### src/rtl/seg_capture_if.sv
// Bundle of the 7-segment scan inputs and the decoded-frame outputs of seg_capture.
// The display driver (or bench) is the master; the capture block is the slave.
interface seg_capture_if;
    logic [3:0]  seg_sel;
    logic [7:0]  seg_data;
    logic [19:0] disp_code;
    logic        frame_valid;
    logic        stable;
    logic        sel_err;
    logic        stall;

    modport master (
        output seg_sel, seg_data,
        input  disp_code, frame_valid, stable, sel_err, stall
    );

    modport slave (
        input  seg_sel, seg_data,
        output disp_code, frame_valid, stable, sel_err, stall
    );
endinterface

### src/rtl/seg_capture.sv
// Snoops a multiplexed 4-digit 7-segment scan, rebuilds the displayed frame as
// 5-bit character codes, and reports frame stability, select errors and stalled scans.
module seg_capture #(
    parameter int STABLE_FRAMES = 3,
    parameter int STALL_CYCLES  = 100000
) (
    input  logic          clk,
    input  logic          rst,
    seg_capture_if.slave  bus
);

    localparam logic [3:0]  STAB_MAX = 4'(STABLE_FRAMES);
    localparam logic [19:0] IDLE_MAX = 20'(STALL_CYCLES);
    localparam logic [4:0]  BLANK    = 5'd15;

    logic [3:0]       sel_p1;
    logic [7:0]       data_p1;
    logic [3:0]       sel_p2;
    logic [3:0][4:0]  shadow;
    logic [3:0]       seen;
    logic [3:0]       stab_cnt;
    logic [19:0]      idle_cnt;
    logic [19:0]      disp_code;
    logic             frame_valid;
    logic             stable;
    logic             sel_err;
    logic             stall;

    logic [4:0]  code_p1;
    logic        one_hot;
    logic        multi_hot;
    logic        sel_chg;
    logic [19:0] idle_inc;
    logic [19:0] idle_nxt;
    logic        stall_nxt;
    logic        publish;
    logic [3:0]  stab_nxt;
    logic [3:0]  seen_nxt;

    // The dp bit is a don't-care in every pattern.
    function automatic logic [4:0] seg_decode(input logic [7:0] p);
        logic [4:0] c;
        casez (p)
            8'b?011_1111: c = 5'd0;
            8'b?000_0110: c = 5'd1;
            8'b?101_1011: c = 5'd2;
            8'b?100_1111: c = 5'd3;
            8'b?110_0110: c = 5'd4;
            8'b?110_1101: c = 5'd5;
            8'b?111_1101: c = 5'd6;
            8'b?000_0111: c = 5'd7;
            8'b?111_1111: c = 5'd8;
            8'b?110_1111: c = 5'd9;
            8'b?011_1101: c = 5'd11;
            8'b?111_1000: c = 5'd12;
            8'b?111_0111: c = 5'd13;
            8'b?111_1100: c = 5'd14;
            8'b?000_0000: c = 5'd15;
            8'b?011_1001: c = 5'd16;
            8'b?001_1110: c = 5'd17;
            default:      c = 5'd31;
        endcase
        return c;
    endfunction

    function automatic logic [3:0] stab_sat_inc(input logic [3:0] v);
        return (v >= STAB_MAX) ? STAB_MAX : v + 4'd1;
    endfunction

    function automatic logic [19:0] idle_sat_inc(input logic [19:0] v);
        return (v >= IDLE_MAX) ? IDLE_MAX : v + 20'd1;
    endfunction

    // S1 -> shadow/seen: decode and classify the registered sample
    always_comb begin
        code_p1   = seg_decode(data_p1);
        multi_hot = (sel_p1 & (sel_p1 - 4'd1)) != 4'd0;
        one_hot   = (sel_p1 != 4'd0) && !multi_hot;
        sel_chg   = sel_p1 != sel_p2;
        idle_inc  = idle_sat_inc(idle_cnt);
        idle_nxt  = sel_chg ? 20'd0 : idle_inc;
        stall_nxt = !sel_chg && (idle_inc == IDLE_MAX);
        publish   = (seen == 4'hF) && !multi_hot && !stall_nxt;

        stab_nxt = stab_cnt;
        if (stall_nxt)
            stab_nxt = 4'd0;
        else if (publish)
            stab_nxt = (shadow == disp_code) ? stab_sat_inc(stab_cnt) : 4'd1;

        // A write landing on the publish edge starts the next frame.
        seen_nxt = seen;
        if (stall_nxt || multi_hot)
            seen_nxt = 4'd0;
        else if (publish)
            seen_nxt = one_hot ? sel_p1 : 4'd0;
        else if (one_hot)
            seen_nxt = seen | sel_p1;
    end

    always_ff @(posedge clk or posedge rst) begin
        if (rst) begin
            sel_p1      <= 4'd0;
            data_p1     <= 8'd0;
            sel_p2      <= 4'd0;
            shadow      <= {4{BLANK}};
            seen        <= 4'd0;
            stab_cnt    <= 4'd0;
            idle_cnt    <= 20'd0;
            disp_code   <= {4{BLANK}};
            frame_valid <= 1'b0;
            stable      <= 1'b0;
            sel_err     <= 1'b0;
            stall       <= 1'b0;
        end else begin
            // input -> S1
            sel_p1  <= bus.seg_sel;
            data_p1 <= bus.seg_data;
            sel_p2  <= sel_p1;
            // S1 -> shadow/seen and publish
            for (int k = 0; k < 4; k++)
                if (one_hot && sel_p1[k])
                    shadow[k] <= code_p1;
            seen        <= seen_nxt;
            stab_cnt    <= stab_nxt;
            idle_cnt    <= idle_nxt;
            stall       <= stall_nxt;
            sel_err     <= multi_hot;
            frame_valid <= publish;
            stable      <= (stab_nxt >= STAB_MAX) && !stall_nxt;
            if (publish)
                disp_code <= shadow;
        end
    end

    assign bus.disp_code   = disp_code;
    assign bus.frame_valid = frame_valid;
    assign bus.stable      = stable;
    assign bus.sel_err     = sel_err;
    assign bus.stall       = stall;

endmodule

### src/flat_wrapper.sv
// flat-port wrapper written by rule: the top's interface ports become plain ports
module seg_capture_flat 
#(
    parameter int STABLE_FRAMES = 3,
    parameter int STALL_CYCLES  = 100000
)
  (clk, rst, bus_seg_sel, bus_seg_data, bus_disp_code, bus_frame_valid, bus_stable, bus_sel_err, bus_stall);
  seg_capture_if bus_i ();
  input  logic clk;
  input  logic rst;
  input wire logic [$bits(bus_i.seg_sel)-1:0] bus_seg_sel;
  input wire logic [$bits(bus_i.seg_data)-1:0] bus_seg_data;
  output wire logic [$bits(bus_i.disp_code)-1:0] bus_disp_code;
  output wire logic [$bits(bus_i.frame_valid)-1:0] bus_frame_valid;
  output wire logic [$bits(bus_i.stable)-1:0] bus_stable;
  output wire logic [$bits(bus_i.sel_err)-1:0] bus_sel_err;
  output wire logic [$bits(bus_i.stall)-1:0] bus_stall;
  assign bus_i.seg_sel = bus_seg_sel;
  assign bus_i.seg_data = bus_seg_data;
  assign bus_disp_code = bus_i.disp_code;
  assign bus_frame_valid = bus_i.frame_valid;
  assign bus_stable = bus_i.stable;
  assign bus_sel_err = bus_i.sel_err;
  assign bus_stall = bus_i.stall;
  seg_capture #(.STABLE_FRAMES(STABLE_FRAMES), .STALL_CYCLES(STALL_CYCLES)) u_core (.clk(clk), .rst(rst), .bus(bus_i));
endmodule
### config.mk
export PLATFORM = sky130hd
export DESIGN_NAME = seg_capture_flat
export DESIGN_NICKNAME = d
export VERILOG_FILES = /design/src/rtl/seg_capture_if.sv /design/src/rtl/seg_capture.sv /design/src/flat_wrapper.sv
export SDC_FILE = /design/constraint.sdc
export NUM_CORES = 1
export LEC_CHECK = 0
export BUFFER_PORTS_ARGS = -buffer_cell sky130_fd_sc_hd__buf_2
export CAP_MARGIN = 0
export CORE_MARGIN = 3
export CORE_UTILIZATION = 43
export DETAILED_ROUTE_END_ITERATION = 8
export GPL_TIMING_DRIVEN = 0
export PLACE_DENSITY_LB_ADDON = 0.05
export SLEW_MARGIN = 20
export SYNTH_ARGS = -nofsm -noshare
export SYNTH_HDL_FRONTEND = slang
export SYNTH_SLANG_ARGS = --single-unit
export TNS_END_PERCENT = 30
### constraint.sdc
create_clock -name clk -period 6.83 [get_ports clk]
set_input_delay 0.683 -clock clk [delete_from_list [all_inputs] [get_ports clk]]
set_output_delay 0.683 -clock clk [all_outputs]
set_load 0.005 [all_outputs]
==> tab_implementation.tex, run 1 <==
\begin{tabular}{lr}
\hline
Metric & Value \\
\hline
\multicolumn{2}{l}{\textbf{Finish}} \\
\quad Number of nets in the finished design & roughly 570 \\
\quad P\&R area growth vs syn & 12.0\% \\
\quad Antenna cells & 0 \\
\quad Most common cell after layout, fill and taps aside & sky130\_fd\_sc\_hd\_\_dfrtp\_1 \\
\quad Number of fill cells & 980 \\
\quad Commonest cells after routing, fill and taps aside & sky130\_fd\_sc\_hd\_\_dfrtp\_1 (55), sky130\_fd\_sc\_hd\_\_inv\_1 (47), sky130\_fd\_sc\_hd\_\_buf\_2 (46) \\
\quad Number of non-filler instances in the completed layout & $\sim$700 \\
\quad Fraction of layout cells with a size suffix above 1 & 19.4\% \\
\quad Final core utilization & between 50\% and 60\% \\
\multicolumn{2}{l}{\textbf{Route}} \\
\quad Remaining number of nets flagged by the antenna check after routing & 0 \\
\quad Total via count after detailed routing & 3911 \\
\quad Residual DRC & 0 \\
\quad Initial DRC count & approximately 200 \\
\quad DR WL/cell & between 15 and 20 µm \\
\quad First-pass DRT Iterations & 5 \\
\quad Final WL & around 12000 µm \\
\quad Via density per instance & roughly 5.6 \\
\multicolumn{2}{l}{\textbf{Synthesis}} \\
\quad Post-synth EDFFs & 0 \\
\quad Synthesized area divided by synthesized cell count & between 9 and 10 µm² \\
\quad Synthesized cell area & about 4700 µm² \\
\quad Proportion of netlist area held by the largest area contributor & $\sim$29\% \\
\quad Most area-hungry cell type in the Yosys netlist & sky130\_fd\_sc\_hd\_\_dfrtp\_1 \\
\quad Instance count of the mapped netlist & 506 \\
\quad \#FFs+latches synth & 87 \\
\quad Fraction of synthesis flops using an asynchronous set or reset pin & between 90\% and 100\% \\
\quad Number of warning messages in the yosys log & 0 \\
\quad Sequential share of the synthesized area & between 40\% and 50\% \\
\quad Flip-flop cell with the highest count after synthesis & sky130\_fd\_sc\_hd\_\_dfrtp\_1 \\
\quad Cell variety after synth & slightly below 60 \\
\quad Cell types occupying the most area after synthesis & sky130\_fd\_sc\_hd\_\_dfrtp\_1 (29\%), sky130\_fd\_sc\_hd\_\_dfstp\_2 (18\%), sky130\_fd\_sc\_hd\_\_a211oi\_1 (3.8\%) \\
\multicolumn{2}{l}{\textbf{Floorplan}} \\
\quad X dimension of the die & 111 µm \\
\quad Area enclosed by the die boundary & between 10000 and 15000 µm² \\
\quad Initial Utilization & a little under half \\
\quad Floorplan row count & 37 \\
\quad Number of I/O pins & 38 \\
\quad Floorplan Core Area & between 10000 and 15000 µm² \\
\quad Die extent in y & between 100 and 150 µm \\
\multicolumn{2}{l}{\textbf{Power}} \\
\quad Ratio of total power to cell area & about 190 nW/µm² \\
\quad Leakage component of the power & 0.00216 µW \\
\quad Sequential group share of total power & a little under three fifths \\
\quad Sw Share & roughly 28\% \\
\quad Power share of the clock group & between 30\% and 40\% \\
\quad Internal power & 741 µW \\
\quad Portion of total power attributed to combinational logic & between 10\% and 20\% \\
\quad Maximum ir drop on the vdd rail & about 0.16 mV \\
\quad Switching power total & a little under 300 µW \\
\multicolumn{2}{l}{\textbf{Timing}} \\
\quad Setup TNS & 0 ns \\
\quad Fmax & 0.384 GHz \\
\quad Worst Max-Slew Pin Slew & 0.662 ns \\
\quad Count of endpoints failing hold in the final timing report & 0 \\
\quad Final clock period utilization by the worst path & 38.1\% \\
\quad Setup repair after global routing missed its margin & no \\
\quad Setup skew after layout & between 0.01 and 0.015 ns \\
\quad Tmin final & about 2.6 ns \\
\quad Final-layout worst hold slack & between 0.3 and 0.4 ns \\
\quad Max-slew violation count & 0 \\
\quad Remaining max-slew budget at the tightest pin & 55.7\% \\
\quad Endpoints failing setup & 0 \\
\multicolumn{2}{l}{\textbf{Clock network}} \\
\quad Clock-pin slew reported for the worst setup and hold paths after clock tree synthesis & about 0.090 ns \\
\quad Clock Latency Late Sink & 0.38 ns \\
\quad Clock sinks & 87 \\
\quad Maximum buffer depth of the clock tree & 2 \\
\quad Number of hold buffers added after CTS & 0 \\
\quad Cts bufs inserted & 9 \\
\quad Clock tree from TritonCTS & yes \\
\quad H-tree Lvls & 3 \\
\quad Root cell of the clock tree & sky130\_fd\_sc\_hd\_\_clkbuf\_8 \\
\quad Post-CTS Setup Inserts & 0 \\
\quad \# resized after CTS & 0 \\
\multicolumn{2}{l}{\textbf{Placed design}} \\
\quad Count of buffers from port buffering & 36 \\
\quad Placed insts & 681 \\
\quad Hpwl dp & roughly 8100 µm \\
\quad Routability Congestion & slightly below 0.9 \\
\multicolumn{2}{l}{\textbf{Critical path}} \\
\quad Max FO, Critical Path & 10 \\
\quad Critical path launch point & u\_core.idle\_cnt[1] \\
\quad Startpoint kind of the worst setup timing path & flop \\
\quad Critical Path Slowest Stage Cell & sky130\_fd\_sc\_hd\_\_dfrtp\_1 \\
\quad Most frequent cell on the critical path & sky130\_fd\_sc\_hd\_\_buf\_2 \\
\quad Highest cell delay on the worst timing path & 0.50 ns \\
\quad Sort of element at the end of the critical path & flop \\
\quad Kind of critical path & reg -> reg \\
\quad Cells traversed along the worst timing path & ha\_1 > buf\_2 > nand4\_1 > nor4\_1 > xnor2\_1 > buf\_2 > a211oi\_1 > a32oi\_1 > o31ai\_1 \\
\quad CP required & 7.07 ns \\
\quad Sum of buffers and inverters on the critical path & 2 \\
\quad Signal arrival time at the worst endpoint & 2.84 ns \\
\quad Cell family with most CP delay & simple AND/OR/NAND/NOR gates \\
\quad Reg2Reg Launch Point & u\_core.idle\_cnt[1] \\
\multicolumn{2}{l}{\textbf{GRT}} \\
\quad Via count of the first global-routing pass & between 3000 and 4000 \\
\quad Maximum number of pins on one net before global-route repair & between 50 and 60 \\
\quad Initial antenna violation count & 0 \\
\quad Global-route congestion overflow total & 0 \\
\quad Global-route wire length before repair & around 20000 µm \\
\quad Total GRT Usage & approximately a fifth \\
\multicolumn{2}{l}{\textbf{Worst hold path}} \\
\quad Type of the tightest min-delay check & in -> async \\
\multicolumn{2}{l}{\textbf{Flow run}} \\
\quad Maxcap violations & 0 \\
\multicolumn{2}{l}{\textbf{Outcome}} \\
\quad Status & completed \\
\hline
\end{tabular}
kinds of logic after synthesis:
| logic type | synth area share, % |
|---|---|
| buffers and inverters | 7.57 |
| and+or+nand+nor | 18.0 |
| AOI/OAI and AO/OA | 19.4 |
| adders and majority gates | 1.00 |
| other | 0.0790 |
| xor gates and xnor gates | 7.20 |
| DFF | 46.7 |
cell type report:
type	count	area, µm²	area share (%)
Clock inverter	6	45.0	0.847
Sequential cell	87	2220	41.7
Tap cell	136	170	3.20
Timing Repair Buffer	37	208	3.91
Inverter	48	183	3.44
Buffer	37	179	3.37
Clock buffer	10	138	2.59
Multi-Input combinational cell	336	2180	40.9
path summary, 6_finish.rpt:
path | cells past startpoint | slack (ns) | endpoint
max | 9 | 4.23 | u_core.bus.disp_code[9]
min | 2 | 0.34 | u_core.sel_p1[3]
max reg2reg | 9 | 4.23 | u_core.bus.disp_code[9]
min reg2reg | 2 | 0.48 | u_core.bus.disp_code[0]
max in group asynchronous | 3 | 5.81 | u_core.bus.disp_code[18]
min in group clk | 1 | 0.41 | u_core.sel_p1[2]
synthesized netlist by cell type, drive strengths merged (2+ instances only):
cell    number
o21ai       14
nor2        45
nand2       22
a21oi       23
dfstp       32
nor3        19
nor3b        2
and4b        3
buf         16
nor4        11
xor2        20
o31ai       23
nand4        7
clkbuf      21
or3b         2
nor4bb       2
and4         3
a31oi       16
and2         4
xnor2       19
a211oi      25
a32oi       20
o21bai       2
nor2b        3
dfrtp       55
nor4b        4
ha           3
inv         48
nand3       17
and3         6
metal layers:
layer	GRT usage [%]	vias up	part of all wire (%)
met5	0	-	0
met4	7.22	0	1.7
met3	3.66	17	4.5
met2	30.6	107	46
met1	27.3	1862	47
li1	-	1925	-
power by group through the flow:
stage          Clock [µW]  Combinational (µW)  Sequential, µW
4_1_cts               357                 107             583
6_report              342                 106             582
3_3_place_gp            0                 103             591
5_1_grt               379                 121             588
3_5_place_dp            0                 106             592
2_1_floorplan           0                78.6             585
flip-flops by register name, summed over array words and instances (netlist names):
| signal | cells |
|---|---|
| u_core.bus.disp_code | 20 |
| u_core.bus.frame_valid | 1 |
| u_core.bus.sel_err | 1 |
| u_core.bus.stable | 1 |
| u_core.bus.stall | 1 |
| u_core.data_p1 | 7 |
| u_core.idle_cnt | 20 |
| u_core.seen | 4 |
| u_core.sel_p1 | 4 |
| u_core.sel_p2 | 4 |
| u_core.shadow | 20 |
| u_core.stab_cnt | 4 |
metrics by stage:
stage | cell area, µm² | power [µW] | setup slack, ns
finish | 5320 | 1030 | 4.23
global placement | 5100 | 694 | 2.90
detailed placement | 5130 | 699 | 4.27
CTS | 5320 | 1050 | 4.24
floorplan | 4750 | 664 | 3.95
global route | 5320 | 1090 | 3.98
Power figures use the tool's default switching activity.
==> run 2, diff against run 1 <==
- ABC_AREA: not set -> 1
- clock period: 6.83 -> 2.29 ns (I/O delays scaled with it)
==> tab_implementation.tex, run 2 <==
\begin{tabular}{lr}
\hline
Metric & Value \\
\hline
\multicolumn{2}{l}{\textbf{Outcome}} \\
\quad Status & completed \\
\multicolumn{2}{l}{\textbf{Synthesis}} \\
\quad Proportion of netlist area held by the largest area contributor & 31.3\% (+2.3 points) \\
\quad Sequential share of the synthesized area & 50.4\% (+3.6 points) \\
\quad Number of warning messages in the yosys log & 0 (unchanged) \\
\quad Fraction of synthesis flops using an asynchronous set or reset pin & 100\% (unchanged) \\
\quad Cell variety after synth & 40 (-32\%) \\
\quad Flip-flop cell with the highest count after synthesis & sky130\_fd\_sc\_hd\_\_dfrtp\_1 \\
\quad Instance count of the mapped netlist & 549 (+8.5\%) \\
\quad Synthesized cell area & 4400 µm² (-7.2\%) \\
\quad Synthesized area divided by synthesized cell count & 8.02 µm² (-14\%) \\
\quad Most frequent cell after synthesis & sky130\_fd\_sc\_hd\_\_nand2\_1 \\
\quad Most area-hungry cell type in the Yosys netlist & sky130\_fd\_sc\_hd\_\_dfrtp\_1 \\
\quad Top cell types by occurrence after synthesis & sky130\_fd\_sc\_hd\_\_nand2\_1 (166), sky130\_fd\_sc\_hd\_\_nor2\_1 (63), sky130\_fd\_sc\_hd\_\_inv\_1 (57), sky130\_fd\_sc\_hd\_\_dfrtp\_1 (55), sky130\_fd\_sc\_hd\_\_nand3\_1 (45) \\
\quad Post-synth EDFFs & 0 (unchanged) \\
\quad \#FFs+latches synth & 87 (unchanged) \\
\quad Cell types occupying the most area after synthesis & sky130\_fd\_sc\_hd\_\_dfrtp\_1 (31\%), sky130\_fd\_sc\_hd\_\_dfstp\_2 (19\%), sky130\_fd\_sc\_hd\_\_nand2\_1 (14\%) \\
\multicolumn{2}{l}{\textbf{Timing}} \\
\quad Setup TNS & 0 ns (unchanged) \\
\quad Max-slew violation count & 0 (unchanged) \\
\quad Final-layout worst hold slack & 0.414 ns (+0.0775 ns) \\
\quad Worst Max-Slew Pin Slew & 0.546 ns (-0.116 ns) \\
\quad Final setup margin & 0.141 ns (-4.09 ns) \\
\quad Tmin final & 2.15 ns (-0.454 ns) \\
\quad Endpoints failing setup & 0 (unchanged) \\
\quad Remaining max-slew budget at the tightest pin & 63.6\% (+7.9 points) \\
\quad Final clock period utilization by the worst path & 93.8\% (+56 points) \\
\quad Fmax & 0.465 GHz (+21\%) \\
\quad Count of endpoints failing hold in the final timing report & 0 (unchanged) \\
\quad Setup skew after layout & 0.0107 ns (-0.00315 ns) \\
\multicolumn{2}{l}{\textbf{Route}} \\
\quad Total via count after detailed routing & 3695 (-5.5\%) \\
\quad First-pass DRT Iterations & 4 (-1) \\
\quad Via density per instance & 4.89 (-13\%) \\
\quad Residual DRC & 0 (unchanged) \\
\quad Remaining number of nets flagged by the antenna check after routing & 0 (unchanged) \\
\quad Initial DRC count & 174 (-13\%) \\
\quad DR WL/cell & 13.3 µm (-20\%) \\
\quad Final WL & 10100 µm (-13\%) \\
\multicolumn{2}{l}{\textbf{Finish}} \\
\quad Number of nets in the finished design & 635 (+11\%) \\
\quad Most common cell after layout, fill and taps aside & sky130\_fd\_sc\_hd\_\_nand2\_1 \\
\quad Commonest cells after routing, fill and taps aside & sky130\_fd\_sc\_hd\_\_nand2\_1 (166), sky130\_fd\_sc\_hd\_\_nor2\_1 (58), sky130\_fd\_sc\_hd\_\_inv\_1 (56) \\
\quad Fraction of layout cells with a size suffix above 1 & 20.4\% (+0.96 points) \\
\quad P\&R area growth vs syn & 19.3\% \\
\quad Number of non-filler instances in the completed layout & 756 (+8.5\%) \\
\quad Antenna cells & 0 (unchanged) \\
\quad Registers with the highest flip-flop counts & u\_core.bus.disp\_code: 20 flops, u\_core.idle\_cnt: 20 flops, u\_core.shadow: 20 flops \\
\multicolumn{2}{l}{\textbf{Clock network}} \\
\quad H-tree Lvls & 3 (unchanged) \\
\quad Clock sinks & 87 (unchanged) \\
\quad Maximum buffer depth of the clock tree & 2 (unchanged) \\
\quad Clock tree from TritonCTS & yes \\
\quad Cts bufs inserted & 9 (unchanged) \\
\quad Clock Latency Late Sink & 0.36 ns (-0.02 ns) \\
\quad Root cell of the clock tree & sky130\_fd\_sc\_hd\_\_clkbuf\_8 \\
\quad Clock-pin slew reported for the worst setup and hold paths after clock tree synthesis & 0.09 ns (about the same) \\
\multicolumn{2}{l}{\textbf{Critical path}} \\
\quad Reg2Reg Launch Point & u\_core.idle\_cnt[0] \\
\quad Sort of element at the end of the critical path & flop \\
\quad CP required & 2.54 ns (-4.53 ns) \\
\quad Kind of critical path & reg -> reg \\
\quad Critical path launch point & u\_core.idle\_cnt[0] \\
\quad Cells traversed along the worst timing path & ha\_4 > nand3\_1 > nor2\_4 > nand4\_1 > nand2\_1 > nor2\_1 > nor2\_1 > nand2\_1 > nor2\_4 > nand3\_4 > clkbuf\_4 > nand3\_1 > nand2\_1 \\
\quad Worst R2R End & u\_core.bus.disp\_code[9] \\
\quad Critical Path Slowest Stage Cell & sky130\_fd\_sc\_hd\_\_dfrtp\_2 \\
\quad Setup slack on the worst flop-to-flop path & 0.14 ns (-4.09 ns) \\
\quad Worst-case reg-to-reg path depth & 13 (+4) \\
\quad Highest cell delay on the worst timing path & 0.42 ns (-0.08 ns) \\
\quad Max FO, Critical Path & 10 (unchanged) \\
\quad Startpoint kind of the worst setup timing path & flop \\
\quad Most frequent cell on the critical path & sky130\_fd\_sc\_hd\_\_nand2\_1 \\
\quad Signal arrival time at the worst endpoint & 2.40 ns (-0.44 ns) \\
\multicolumn{2}{l}{\textbf{Floorplan}} \\
\quad Area enclosed by the die boundary & 11500 µm² (-6.8\%) \\
\quad X dimension of the die & 107 µm (-3.5\%) \\
\quad Floorplan Core Area & 9860 µm² (-6.1\%) \\
\quad Die extent in y & 107 µm (-3.5\%) \\
\quad Number of I/O pins & 38 (unchanged) \\
\quad Initial Utilization & 44.6\% (-0.53 points) \\
\quad Floorplan row count & 36 (-2.7\%) \\
\multicolumn{2}{l}{\textbf{GRT}} \\
\quad Initial antenna violation count & 0 (unchanged) \\
\quad Global-route congestion overflow total & 0 (unchanged) \\
\quad Via count of the first global-routing pass & 3575 (-4.9\%) \\
\quad Global-route wire length before repair & 17100 µm (-12\%) \\
\quad Total GRT Usage & 18.9\% (-0.73 points) \\
\quad Maximum number of pins on one net before global-route repair & 22 (-57\%) \\
\multicolumn{2}{l}{\textbf{Placed design}} \\
\quad Pre-CTS WS & -0.0354 ns (-4.31 ns) \\
\quad Routability Congestion & 0.913 (+4.9\%) \\
\quad Count of buffers from port buffering & 36 (unchanged) \\
\quad Placed insts & 724 (+6.3\%) \\
\quad Hpwl dp & 7530 µm (-7.2\%) \\
\multicolumn{2}{l}{\textbf{Flow run}} \\
\quad Maxcap violations & 0 (unchanged) \\
\multicolumn{2}{l}{\textbf{Worst hold path}} \\
\quad Type of the tightest min-delay check & in -> async \\
\multicolumn{2}{l}{\textbf{Power}} \\
\quad Leakage component of the power & 0.00255 µW (+18\%) \\
\quad Ratio of total power to cell area & 602 nW/µm² (+210\%) \\
\quad Maximum ir drop on the vdd rail & 0.356 mV (+120\%) \\
\hline
\end{tabular}
==> run 2: cell count changes after synthesis, moves of 15 or more <==
cell / before / now
sky130_fd_sc_hd__a211oi_1: 24 / 1
sky130_fd_sc_hd__a21oi_1: 23 / 5
sky130_fd_sc_hd__clkbuf_1: 20 / 1
sky130_fd_sc_hd__xor2_1: 20 / 5
sky130_fd_sc_hd__nand3_1: 16 / 45
sky130_fd_sc_hd__nand2_1: 22 / 166
sky130_fd_sc_hd__o31ai_1: 23 / 0
sky130_fd_sc_hd__a32oi_1: 20 / 0
sky130_fd_sc_hd__nor2_1: 45 / 63
sky130_fd_sc_hd__a31oi_1: 16 / 0
==> run 2: critical path, delay by kind of cell, from the launching register on <==
| kind | cells | cell delay [ns] |
|---|---|---|
| flops | 1 | 0.42 |
| buf+inv | 1 | 0.24 |
| simple gates | 11 | 1.20 |
| fa+ha+maj | 1 | 0.18 |
==> run 2: per-layer routing <==
metal / part of all wire, % / wire (µm) / GRT usage, %
met2: 46 / 4600 / 29.8
met3: 4.8 / 480 / 4.58
met4: 1.4 / 136 / 5.57
met1: 48 / 4840 / 25.9
met5: 0 / 0 / 0
==> run 2: how the worst max path moves through the flow <==
| stage | to | slack (ns) | cells after the start |
|---|---|---|---|
| 6_report | u_core.bus.disp_code[9] | 0.14 | 13 |
| 5_1_grt | u_core.bus.disp_code[0] | -0.03 | 16 |
| 4_1_cts | u_core.bus.disp_code[9] | 0.02 | 13 |
| 3_5_place_dp | u_core.bus.disp_code[14] | -0.04 | 13 |
| 3_3_place_gp | u_core.bus.disp_code[14] | -0.04 | 13 |
| 2_1_floorplan | u_core.bus.disp_code[14] | 0.40 | 13 |
==> run 2: area by class of cell <==
cell class / instances / area [µm²]
Tap cell: 133 / 166
Inverter: 60 / 229
Clock inverter: 5 / 32.5
Multi-Input combinational cell: 395 / 1950
Buffer: 9 / 75.1
Fill cell: 949 / 4610
Sequential cell: 87 / 2220
Timing Repair Buffer: 56 / 440
Clock buffer: 11 / 141
==> run 2: through the flow <==
stage	instance area [µm²]	utilization [%]	total power (µW)
2_1_floorplan	4410	-	2070
3_3_place_gp	4760	48.2	2180
3_5_place_dp	4870	49.4	2200
4_1_cts	5170	52.4	3210
5_1_grt	5250	53.2	3350
6_report	5250	53.2	3160
==> run 2: logic make-up (layout without fill, tap and decap cells) <==
logic type,after synthesis,after routing,synth area share (%)
AND/OR/NAND/NOR,331,331,32.9
buffers and inverters,69,141,6.71
XOR/XNOR,17,17,3.38
AO/OA/AOI/OAI,41,41,5.66
other,1,3,0.0852
adder cells (fa/ha/maj),3,3,0.853
flip-flops,87,87,50.4
==> run 2: power breakdown <==
part / total [µW] / switching [µW] / internal, µW
registers: 1800 / 97.2 / 1700
clock network: 970 / 547 / 423
logic: 392 / 223 / 170
==> run 2: what timing repair did <==
item / CTS / global route
endpoints found under the setup margin: 20 / 27
pin swaps: 0 / 1
hold endpoints to repair: 23 / 0
resized for setup: 1 / 15
setup buffers: 0 / 4
hold buffers: 12 / 0
